$ cat config.mk
export PLATFORM = sky130hd
export DESIGN_NAME = control_pipe_flat
export DESIGN_NICKNAME = d
export VERILOG_FILES = /design/src/rtl/ctrl_pkg.sv /design/src/rtl/control_pipe_if.sv /design/src/rtl/ctrl_decode.sv /design/src/rtl/control_pipe.sv /design/src/flat_wrapper.sv
export SDC_FILE = /design/constraint.sdc
export NUM_CORES = 1
export LEC_CHECK = 0
export CAP_MARGIN = 20
export CORE_MARGIN = 10
export CORE_UTILIZATION = 49
export CTS_BUF_LIST = sky130_fd_sc_hd__clkbuf_4
export DETAILED_ROUTE_END_ITERATION = 16
export PLACE_DENSITY_LB_ADDON = 0.08
export SYNTH_ARGS = -nofsm -noshare
export SYNTH_HDL_FRONTEND = slang
export SYNTH_HIERARCHICAL = 1
export SYNTH_SLANG_ARGS = --single-unit
$ cat constraint.sdc
create_clock -name clk -period 2 [get_ports clk]
set_input_delay 0.4 -clock clk [delete_from_list [all_inputs] [get_ports clk]]
set_output_delay 0.4 -clock clk [all_outputs]
set_load 0.01 [all_outputs]
$ cat src/rtl/ctrl_pkg.sv
// ctrl_pkg: opcode map, compare modes, sel_b codes and stage bundle types for control_pipe
package ctrl_pkg;
  localparam int OPC_W = 4;
  localparam int CMP_W = 2;
  localparam int RA_W = 4;
  localparam logic [OPC_W-1:0] OP_ADD = 4'b0000, OP_SUB = 4'b0001, OP_MUL = 4'b0010, OP_AND = 4'b0011,
                               OP_OR = 4'b0100, OP_XOR = 4'b0101, OP_NOT = 4'b0110, OP_SHL = 4'b0111,
                               OP_CMP = 4'b1000, OP_SHR = 4'b1001, OP_SRA = 4'b1010, OP_LI = 4'b1011,
                               OP_LOAD = 4'b1100, OP_STORE = 4'b1101, OP_BR = 4'b1110, OP_NOP = 4'b1111;
  typedef enum logic [CMP_W-1:0] {CMP_NOP, CMP_LT, CMP_EQ, CMP_LE} cmp_mode_t;
  localparam logic [1:0] SEL_ALU = 2'd0, SEL_LOAD = 2'd1, SEL_STORE = 2'd2;
  typedef struct packed {
    logic [OPC_W+CMP_W-1:0] alu_control;
    logic [1:0] sel_b;
    logic alu_mux;
    logic cmp_en;
    logic branch;
    logic mem_we;
    logic mem_re;
    logic reg_we;
    logic sel_data_out;
  } ctrl_bundle_t;
  typedef struct packed {
    logic valid;
    ctrl_bundle_t c;
    logic [RA_W-1:0] rd;
  } ex_t;
  typedef struct packed {
    logic valid;
    logic mem_we;
    logic mem_re;
    logic reg_we;
    logic sel_data_out;
    logic [RA_W-1:0] rd;
  } mem_t;
  typedef struct packed {
    logic valid;
    logic reg_we;
    logic sel_data_out;
    logic [RA_W-1:0] rd;
  } wb_t;
  function automatic logic is_sys(input logic [OPC_W-1:0] op);
    return op[3:1] == 3'b111;
  endfunction
endpackage

$ cat src/rtl/control_pipe_if.sv
// control_pipe_if: ID inputs and stage control outputs of control_pipe; PERF_CNT_EN adds stall_cnt/flush_cnt
interface control_pipe_if;
  import ctrl_pkg::*;
  logic id_valid;
  logic [OPC_W-1:0] id_opcode;
  logic [CMP_W-1:0] id_cmp_flag;
  logic [RA_W-1:0] id_rs_a, id_rs_b, id_rd;
  logic ex_branch_taken;
  logic stall, flush, id_re_a, id_re_b;
  logic ex_valid;
  logic [OPC_W+CMP_W-1:0] ex_alu_control;
  logic [1:0] ex_sel_b;
  logic ex_alu_mux, ex_cmp_en, ex_branch;
  logic mem_valid, mem_we, mem_re;
  logic wb_valid, wb_reg_we, wb_sel_data_out;
  logic [RA_W-1:0] wb_rd;
`ifdef PERF_CNT_EN
  logic [15:0] stall_cnt, flush_cnt;
`endif
  modport master(
    output id_valid, id_opcode, id_cmp_flag, id_rs_a, id_rs_b, id_rd, ex_branch_taken,
    input stall, flush, id_re_a, id_re_b, ex_valid, ex_alu_control, ex_sel_b, ex_alu_mux, ex_cmp_en,
    ex_branch, mem_valid, mem_we, mem_re, wb_valid, wb_reg_we, wb_sel_data_out, wb_rd
`ifdef PERF_CNT_EN
    , input stall_cnt, flush_cnt
`endif
  );
  modport slave(
    input id_valid, id_opcode, id_cmp_flag, id_rs_a, id_rs_b, id_rd, ex_branch_taken,
    output stall, flush, id_re_a, id_re_b, ex_valid, ex_alu_control, ex_sel_b, ex_alu_mux, ex_cmp_en,
    ex_branch, mem_valid, mem_we, mem_re, wb_valid, wb_reg_we, wb_sel_data_out, wb_rd
`ifdef PERF_CNT_EN
    , output stall_cnt, flush_cnt
`endif
  );
endinterface

$ cat src/rtl/ctrl_decode.sv
// ctrl_decode: combinational opcode to control bundle decode, all outputs gated by valid
module ctrl_decode import ctrl_pkg::*; (
  input  logic valid,
  input  logic [OPC_W-1:0] opcode,
  input  logic [CMP_W-1:0] cmp_flag,
  output ctrl_bundle_t bundle,
  output logic re_a,
  output logic re_b
);
  ctrl_bundle_t d;
  always_comb begin
    d = '0;
    d.alu_control = {opcode, cmp_flag};
    d.mem_we = opcode == OP_STORE;
    d.mem_re = opcode == OP_LOAD;
    d.sel_b = d.mem_we ? SEL_STORE : d.mem_re ? SEL_LOAD : SEL_ALU;
    d.alu_mux = opcode == OP_LI;
    d.cmp_en = opcode == OP_CMP;
    d.branch = opcode == OP_BR;
    d.reg_we = !(opcode == OP_CMP || opcode == OP_STORE || is_sys(opcode));
    d.sel_data_out = d.mem_re;
  end
  assign bundle = valid ? d : '0;
  assign re_a = valid && !(opcode == OP_LI || is_sys(opcode));
  assign re_b = valid && !(opcode == OP_NOT || opcode == OP_LI || opcode == OP_LOAD || is_sys(opcode));
endmodule

$ cat src/rtl/control_pipe.sv
// control_pipe: pipelined control decode with MUL hold, load-use stall and branch flush; PERF_CNT_EN adds counters
module control_pipe import ctrl_pkg::*; #(
  parameter int MUL_LAT = 3
) (
  input logic clk,
  input logic rst,
  control_pipe_if.slave p
);
  ctrl_bundle_t id_c;
  logic re_a, re_b, hold, load_use, flush_now, stall_now, take;
  logic [3:0] busy_cnt;
  ex_t ex_q, id_s;
  mem_t mem_q;
  wb_t wb_q;
  ctrl_decode u_dec (
    .valid(p.id_valid), .opcode(p.id_opcode), .cmp_flag(p.id_cmp_flag),
    .bundle(id_c), .re_a(re_a), .re_b(re_b)
  );
  assign id_s = ex_t'{valid: p.id_valid, c: id_c, rd: p.id_rd};
  assign hold = busy_cnt != '0;
  assign load_use = ex_q.valid && ex_q.c.mem_re &&
                    ((ex_q.rd == p.id_rs_a && re_a) || (ex_q.rd == p.id_rs_b && re_b));
  assign flush_now = ex_q.valid && ex_q.c.branch && p.ex_branch_taken;
  assign stall_now = !flush_now && (hold || load_use);
  assign take = !flush_now && !hold && !load_use;
  always_ff @(posedge clk or posedge rst)
    if (rst) begin
      ex_q <= '0;
      mem_q <= '0;
      wb_q <= '0;
      busy_cnt <= '0;
    end else begin
      ex_q <= take ? id_s : (hold && !flush_now) ? ex_q : '0;
      mem_q <= hold ? '0 : mem_t'{valid: ex_q.valid, mem_we: ex_q.c.mem_we, mem_re: ex_q.c.mem_re,
                                  reg_we: ex_q.c.reg_we, sel_data_out: ex_q.c.sel_data_out, rd: ex_q.rd};
      wb_q <= wb_t'{valid: mem_q.valid, reg_we: mem_q.reg_we, sel_data_out: mem_q.sel_data_out, rd: mem_q.rd};
      busy_cnt <= (take && p.id_valid && p.id_opcode == OP_MUL) ? 4'(MUL_LAT - 1) : hold ? busy_cnt - 4'd1 : '0;
    end
  assign p.stall = stall_now;
  assign p.flush = flush_now;
  assign p.id_re_a = re_a;
  assign p.id_re_b = re_b;
  assign p.ex_valid = ex_q.valid;
  assign p.ex_alu_control = ex_q.c.alu_control;
  assign p.ex_sel_b = ex_q.c.sel_b;
  assign p.ex_alu_mux = ex_q.c.alu_mux;
  assign p.ex_cmp_en = ex_q.c.cmp_en;
  assign p.ex_branch = ex_q.c.branch;
  assign p.mem_valid = mem_q.valid;
  assign p.mem_we = mem_q.mem_we;
  assign p.mem_re = mem_q.mem_re;
  assign p.wb_valid = wb_q.valid;
  assign p.wb_reg_we = wb_q.reg_we;
  assign p.wb_sel_data_out = wb_q.sel_data_out;
  assign p.wb_rd = wb_q.rd;
`ifdef PERF_CNT_EN
  logic [15:0] stall_cnt, flush_cnt;
  always_ff @(posedge clk or posedge rst)
    if (rst) begin
      stall_cnt <= '0;
      flush_cnt <= '0;
    end else begin
      stall_cnt <= stall_cnt + 16'(stall_now && stall_cnt != 16'hFFFF);
      flush_cnt <= flush_cnt + 16'(flush_now && flush_cnt != 16'hFFFF);
    end
  assign p.stall_cnt = stall_cnt;
  assign p.flush_cnt = flush_cnt;
`endif
endmodule

$ cat src/flat_wrapper.sv
// flat-port wrapper written by rule: the top's interface ports become plain ports
module control_pipe_flat import ctrl_pkg::*;
#(
  parameter int MUL_LAT = 3
)
  (clk, rst, p_id_valid, p_id_opcode, p_id_cmp_flag, p_id_rs_a, p_id_rs_b, p_id_rd, p_ex_branch_taken, p_stall, p_flush, p_id_re_a, p_id_re_b, p_ex_valid, p_ex_alu_control, p_ex_sel_b, p_ex_alu_mux, p_ex_cmp_en, p_ex_branch, p_mem_valid, p_mem_we, p_mem_re, p_wb_valid, p_wb_reg_we, p_wb_sel_data_out, p_wb_rd);
  control_pipe_if p_i ();
  input logic clk;
  input logic rst;
  input wire logic [$bits(p_i.id_valid)-1:0] p_id_valid;
  input wire logic [$bits(p_i.id_opcode)-1:0] p_id_opcode;
  input wire logic [$bits(p_i.id_cmp_flag)-1:0] p_id_cmp_flag;
  input wire logic [$bits(p_i.id_rs_a)-1:0] p_id_rs_a;
  input wire logic [$bits(p_i.id_rs_b)-1:0] p_id_rs_b;
  input wire logic [$bits(p_i.id_rd)-1:0] p_id_rd;
  input wire logic [$bits(p_i.ex_branch_taken)-1:0] p_ex_branch_taken;
  output wire logic [$bits(p_i.stall)-1:0] p_stall;
  output wire logic [$bits(p_i.flush)-1:0] p_flush;
  output wire logic [$bits(p_i.id_re_a)-1:0] p_id_re_a;
  output wire logic [$bits(p_i.id_re_b)-1:0] p_id_re_b;
  output wire logic [$bits(p_i.ex_valid)-1:0] p_ex_valid;
  output wire logic [$bits(p_i.ex_alu_control)-1:0] p_ex_alu_control;
  output wire logic [$bits(p_i.ex_sel_b)-1:0] p_ex_sel_b;
  output wire logic [$bits(p_i.ex_alu_mux)-1:0] p_ex_alu_mux;
  output wire logic [$bits(p_i.ex_cmp_en)-1:0] p_ex_cmp_en;
  output wire logic [$bits(p_i.ex_branch)-1:0] p_ex_branch;
  output wire logic [$bits(p_i.mem_valid)-1:0] p_mem_valid;
  output wire logic [$bits(p_i.mem_we)-1:0] p_mem_we;
  output wire logic [$bits(p_i.mem_re)-1:0] p_mem_re;
  output wire logic [$bits(p_i.wb_valid)-1:0] p_wb_valid;
  output wire logic [$bits(p_i.wb_reg_we)-1:0] p_wb_reg_we;
  output wire logic [$bits(p_i.wb_sel_data_out)-1:0] p_wb_sel_data_out;
  output wire logic [$bits(p_i.wb_rd)-1:0] p_wb_rd;
  assign p_i.id_valid = p_id_valid;
  assign p_i.id_opcode = p_id_opcode;
  assign p_i.id_cmp_flag = p_id_cmp_flag;
  assign p_i.id_rs_a = p_id_rs_a;
  assign p_i.id_rs_b = p_id_rs_b;
  assign p_i.id_rd = p_id_rd;
  assign p_i.ex_branch_taken = p_ex_branch_taken;
  assign p_stall = p_i.stall;
  assign p_flush = p_i.flush;
  assign p_id_re_a = p_i.id_re_a;
  assign p_id_re_b = p_i.id_re_b;
  assign p_ex_valid = p_i.ex_valid;
  assign p_ex_alu_control = p_i.ex_alu_control;
  assign p_ex_sel_b = p_i.ex_sel_b;
  assign p_ex_alu_mux = p_i.ex_alu_mux;
  assign p_ex_cmp_en = p_i.ex_cmp_en;
  assign p_ex_branch = p_i.ex_branch;
  assign p_mem_valid = p_i.mem_valid;
  assign p_mem_we = p_i.mem_we;
  assign p_mem_re = p_i.mem_re;
  assign p_wb_valid = p_i.wb_valid;
  assign p_wb_reg_we = p_i.wb_reg_we;
  assign p_wb_sel_data_out = p_i.wb_sel_data_out;
  assign p_wb_rd = p_i.wb_rd;
  control_pipe #(.MUL_LAT(MUL_LAT)) u_core (.clk(clk), .rst(rst), .p(p_i));
endmodule
==> results of run 1 <==
-- power by group --
part,total (uW),internal (uW),switching [uW]
combinational,1010,562,452
clock,373,143,230
sequential,1140,1020,114
total,2530,1730,796
-- critical path, cell delays in order --
cell and delay [ns]:
clkdlybuf4s50_1 0.43, xor2_1 0.17, nor4_2 0.23, and2b_2 0.26
a21oi_2 0.12, buf_2 0.14
-- cell usage in the layout, fill, tap and decap left out, types with 3 or more instances in the layout --
master            n
dfrtp_1          39
clkdlybuf4s50_1  35
a22o_1           20
buf_4            15
and2_1           12
clkbuf_4          7
nor2_1            6
dlygate4sd2_1     4
nor3_1            4
dlymetal6s2s_1    3
buf_6             3
xor2_1            3
nand4_1           3
nand2_1           3
inv_1             3
-- state kept, by name (all words and copies together), names as in the netlist --
register,cells
u_core/p.mem_we,1
u_core/busy_cnt,4
u_core/p.ex_cmp_en,1
u_core/p.ex_valid,1
u_core/mem_q,6
u_core/p.ex_sel_b,2
u_core/p.wb_sel_data_out,1
u_core/p.ex_branch,1
u_core/p.wb_rd,4
u_core/p.wb_valid,1
u_core/p.mem_valid,1
u_core/p.mem_re,1
u_core/ex_q,8
u_core/p.ex_alu_mux,1
u_core/p.wb_reg_we,1
u_core/p.ex_alu_control,6
-- area by class of cell --
type / instances / area, sq um / area share (%)
Clock buffer: 6 / 45.0 / 1.89
Sequential cell: 40 / 1000 / 42.0
Multi-Input combinational cell: 81 / 627 / 26.2
Inverter: 4 / 15.0 / 0.629
Timing Repair Buffer: 66 / 637 / 26.7
Clock inverter: 1 / 5.00 / 0.210
Tap cell: 46 / 57.6 / 2.41
-- routing by layer --
layer | track usage (%) | vias up | routed length [um]
met5 | 0 | - | 0
li1 | - | 603 | -
met4 | 3.70 | 0 | 32
met1 | 14.6 | 618 | 1640
met3 | 4.84 | 4 | 285
met2 | 20.7 | 47 | 1880
-- cell families after synthesis --
family | after synthesis
muxes | 1
xor gates and xnor gates | 8
buffers and inverters | 24
and+or+nand+nor | 43
DFF | 40
AOI/OAI and AO/OA | 29
-- worst paths after layout --
kind / end / slack [ns] / from
max: p_stall / -0.15 / p_id_rs_b[3]
min reg2reg: u_core/p.wb_sel_data_out / 0.36 / u_core/mem_q[4]
min: u_core/p.wb_sel_data_out / 0.36 / u_core/mem_q[4]
min in group asynchronous: u_core/mem_q[1] / 0.48 / rst
max reg2reg: u_core/p.ex_alu_control[1] / 0.25 / u_core/busy_cnt[2]
max in group asynchronous: u_core/ex_q[0] / 1.16 / rst
-- stage by stage --
| stage | instance area [sq um] | cells | setup TNS (ns) | setup slack (ns) |
|---|---|---|---|---|
| floorplan | 1770 | 145 | 0 | 0.00569 |
| global route | 2390 | 244 | -0.254 | -0.254 |
| detailed placement | 2300 | 236 | -11.81 | -1.05 |
| CTS | 2350 | 245 | -0.193 | -0.193 |
| finish | 2390 | 244 | -0.149 | -0.149 |
| global placement | 2300 | 236 | -10.23 | -0.994 |
-- what timing repair did --
item | 4_1_cts | 5_1_grt
pin swaps | 4 | 8
buffers inserted | 2 | 0
resized for setup | 25 | 12
endpoints found under the hold margin | 0 | 0
setup endpoints to repair | 25 | 3
==> metrics.cfg, run 1 <==
[sta]
finalHoldViolCount=0
max_slew_margin_pct=67.8
finClkSkew_ns=0.00898
timing.final.max_slew_violations=0
fin_crit_sh_pct=107
setup_ws_ns=-0.149
whs_ns=0.357
finalSetupViolCount=1
period_needed_ns=2.15
clock.fmax_mhz=465
rsz0062_at_grt=yes
worst_pin_slew_ns=0.483

[synth]
synth_area_sq_um=1760
synthArstFlopShare_pct=100
synth_edf_count=0
yosys.area_share.simple_pct=14.9
synthMostInstantiatedCell=dfrtp_1
synth_area_per_cell_sq_um=12.1
syn-num-nets=167
synth_top_cell_by_area=dfrtp_1
yosys_register_bits=40
netlist_top_cells_area=dfrtp_1, a22o_1, buf_4
syn_inst=145
synthFlopType=dfrtp_1
synth_top_family_by_area=simple AND/OR/NAND/NOR gates
ys_types=35
synthAdderAreaFrac_pct=0
synth_compound_area_share_pct=13.9
ys_warn_count=6
netlist.area_leader.share_pct=56.9
ys_seq_area_share_pct=56.9
muxShareOfSynthArea_pct=0.569
synth_xor_area_share_pct=3.98
yosys-top-cells-count=dfrtp_1, a22o_1, and2_1

[power]
power_density_nw_per_um2=1060
total_power_uw=2530
leakage_uw=0.00113
ir_drop_v=0.000547

[floorplanning]
start_util_pct=51.5
die_h_um=79.9
core-area_sq_um=3420
die_x_um=79.9
std_cell_rows=21
io_pins=48
die_area_sq_um=6390

[clocking]
cts-root-buf=clkbuf_4
cts_buffers=5
cts_buffer_depth=2
cts_hold_buf=0
cts.sinks=40
clock_latency_ns=0.33
clkTransAtPathRegs_ns=0.10
htreeDepth=2
cts_tree=yes

[worst_setup_path]
worstSetupStartpointType=input pin
path_max_fanout=2
cp-end-kind=output pin
required_ns=1.60
cp.arrival_ns=1.75
criticalPathCategory=input pin to output pin
worst-r2r-cell-count=5

[detailed_routing]
wl_mm=3.84
dr.pass1.iters=4
ant_nets=0
drt_iter0_markers=57
routed_via_density=5.21
wl_per_cell_um=15.7
drc_errors=0
vias=1272

[grt]
grt_pass1_vias=1316
grt_overflow=0
antenna_found_initial=0
grt_pass1_wl_mm=6.40
grt_max_degree=41
grt_usage_pct=12.5

[min_path]
hold_class=register to register
whs_path_depth=0

[placed_design]
gp_congestion=0.809
port-buffer-count=47
dp_hpwl_mm=2.90

[final_layout]
fillers=266
final_layout_size_suffix_gt1_share_pct=22.2
antenna_cells=0
area_growth_pct=35.7
final_nets=220
fin_util_pct=69.9

[run_status]
outcome=finished, violations left
violations=negative setup slack

[flow_run]
drv_cap=0

No activity file was read; power rests on OpenSTA's default activity.
==> run 2: changes to the inputs <==
--- a/config.mk
+++ b/config.mk
@@ -10,6 +10,7 @@
 export CORE_UTILIZATION = 49
 export CTS_BUF_LIST = sky130_fd_sc_hd__clkbuf_4
 export DETAILED_ROUTE_END_ITERATION = 16
+export MAX_ROUTING_LAYER = met4
 export PLACE_DENSITY_LB_ADDON = 0.08
 export SYNTH_ARGS = -nofsm -noshare
 export SYNTH_HDL_FRONTEND = slang
==> run 2 against run 1 <==
Net effect:
- the run still ends with negative setup slack left
- register-to-register slack hardly changed
- clock power is 1% higher
- hold slack hardly changed
- sequential share of layout area stayed put
- die area stayed put
- final area stayed put
- critical path type unchanged
- fmax hardly changed
==> metrics.cfg, run 2 (same netlist as run 1, synthesis figures left out) <==
[placed_design]
placed_area_sq_um=2300
placedCellCount=236
gp_congestion=0.821
dp_hpwl_mm=2.90
port-buffer-count=47

[final_layout]
final_nets=220
antenna_cells=0
area_growth_pct=35.7
final_common_cell=dfrtp_1
top_register=u_core/ex_q
largest_register_ffs=8
layout_common_cells=dfrtp_1, clkdlybuf4s50_1, a22o_1
stdcell_count=244
final_layout_size_suffix_gt1_share_pct=22.2
fin_area_sq_um=2390

[worst_setup_path]
reg2reg_slack_ns=0.25
path_max_fanout=2
cp.arrival_ns=1.75
worstSetupStartpointType=input pin
cp_slowest_cell=clkdlybuf4s50_1
cp-end-kind=output pin
worstPathCellList=clkdlybuf4s50_1 -> xor2_1 -> nor4_2 -> and2b_2 -> a21oi_2 -> buf_2
slowest_delay_ns=0.43
critical-path-top-delay-family=buffers and inverters
crit_buf_inv=2
required_ns=1.60
criticalPathCategory=input pin to output pin

[grt]
grt_overflow=0
grt_pass1_vias=1313
grt_usage_pct=12.8
grt_max_degree=41
antenna_found_initial=0
grt_pass1_wl_mm=6.40

[clocking]
cts_buffer_depth=2
cts.sinks=40
cts_tree=yes
cts-root-buf=clkbuf_4
clock_latency_ns=0.33
cts_buffers=5
htreeDepth=2
clkTransAtPathRegs_ns=0.10
cts_hold_buf=0

[detailed_routing]
wl_per_cell_um=15.8
vias=1271
wl_mm=3.85
dr.pass1.iters=5
drt_iter0_markers=71
ant_nets=0
routed_via_density=5.21
drc_errors=0

[power]
sequentialPowerShare_pct=45.0
power.share.clock_pct=14.9
intPower_uw=1730
leakage_uw=0.00113
p_sw_uw=801
ir_drop_v=0.000549
power_density_nw_per_um2=1060
p_sw_share_pct=31.6
pwr-share-comb_pct=40.1

[run_status]
violations=negative setup slack
outcome=finished, violations left

[floorplanning]
core-area_sq_um=3420
start_util_pct=51.5
die_x_um=79.9
std_cell_rows=21
die_area_sq_um=6390
io_pins=48
die_h_um=79.9

[sta]
timing.final.max_slew_violations=0
setup_ws_ns=-0.149
finalSetupViolCount=1
fin_crit_sh_pct=107
rsz0062_at_grt=yes
clock.fmax_mhz=465
worst_pin_slew_ns=0.483
period_needed_ns=2.15
finalHoldViolCount=0
finClkSkew_ns=0.00970
max_slew_margin_pct=67.8

[flow_run]
drv_cap=0

[min_path]
hold_class=register to register

==> run 2: cell counts in the layout (fill, tap and decap cells not counted) <==
No cell type changed its count.
==> run 2: what timing repair did <==
action                                  CTS  global route
endpoints found under the setup margin   25             3
pin swaps                                 4             8
hold endpoints to repair                  0             0
resized for setup                        25            12
buffers inserted                          2             0
==> run 2: layout make-up <==
type	instances	area [sq um]
clock buffers	6	45.0
clock inverters	1	5.00
well taps	46	57.6
flip-flops and latches	40	1000
multi-input cells	81	627
fillers	266	1030
repair buffers	66	637
inverters	4	15.0
==> run 2: power groups by stage <==
| stage | registers (uW) | clock network [uW] | logic (uW) |
|---|---|---|---|
| after floorplan | 1180 | 0 | 506 |
| after global placement | 1130 | 0 | 1010 |
| after detailed placement | 1150 | 0 | 1010 |
| after CTS | 1140 | 392 | 1020 |
| after global routing | 1160 | 430 | 1090 |
| final | 1140 | 378 | 1010 |
==> run 2: path summary, 6_finish.rpt <==
check	end	depth (start not counted)	startpoint
setup / recovery	p_stall	6	p_id_rs_b[3]
hold / removal	u_core/p.wb_sel_data_out	0	u_core/mem_q[4]
setup reg to reg	u_core/p.ex_alu_control[1]	5	u_core/busy_cnt[2]
hold reg to reg	u_core/p.wb_sel_data_out	0	u_core/mem_q[4]
max in group asynchronous	u_core/ex_q[0]	3	rst
min in group asynchronous	u_core/mem_q[1]	3	rst
==> run 2: metal layers <==
metal	global-route usage, %	part of all wire, %	vias to the layer above
met5	-	0	-
met4	3.70	0.68	0
met3	4.17	6.9	5
met2	20.5	49	47
met1	14.9	44	615
li1	-	-	604
==> run 2: metrics by stage <==
step | hold WS, ns | util [%] | power [uW] | worst slack (ns) | TNS [ns]
6_report | 0.357 | 69.9 | 2530 | -0.149 | -0.149
5_1_grt | 0.371 | 69.9 | 2680 | -0.254 | -0.254
4_1_cts | 0.360 | 68.9 | 2550 | -0.193 | -0.193
3_5_place_dp | 0.335 | 67.4 | 2160 | -1.05 | -11.81
3_3_place_gp | 0.332 | 67.4 | 2140 | -0.994 | -10.23
2_1_floorplan | 0.331 | - | 1690 | 0.00569 | 0
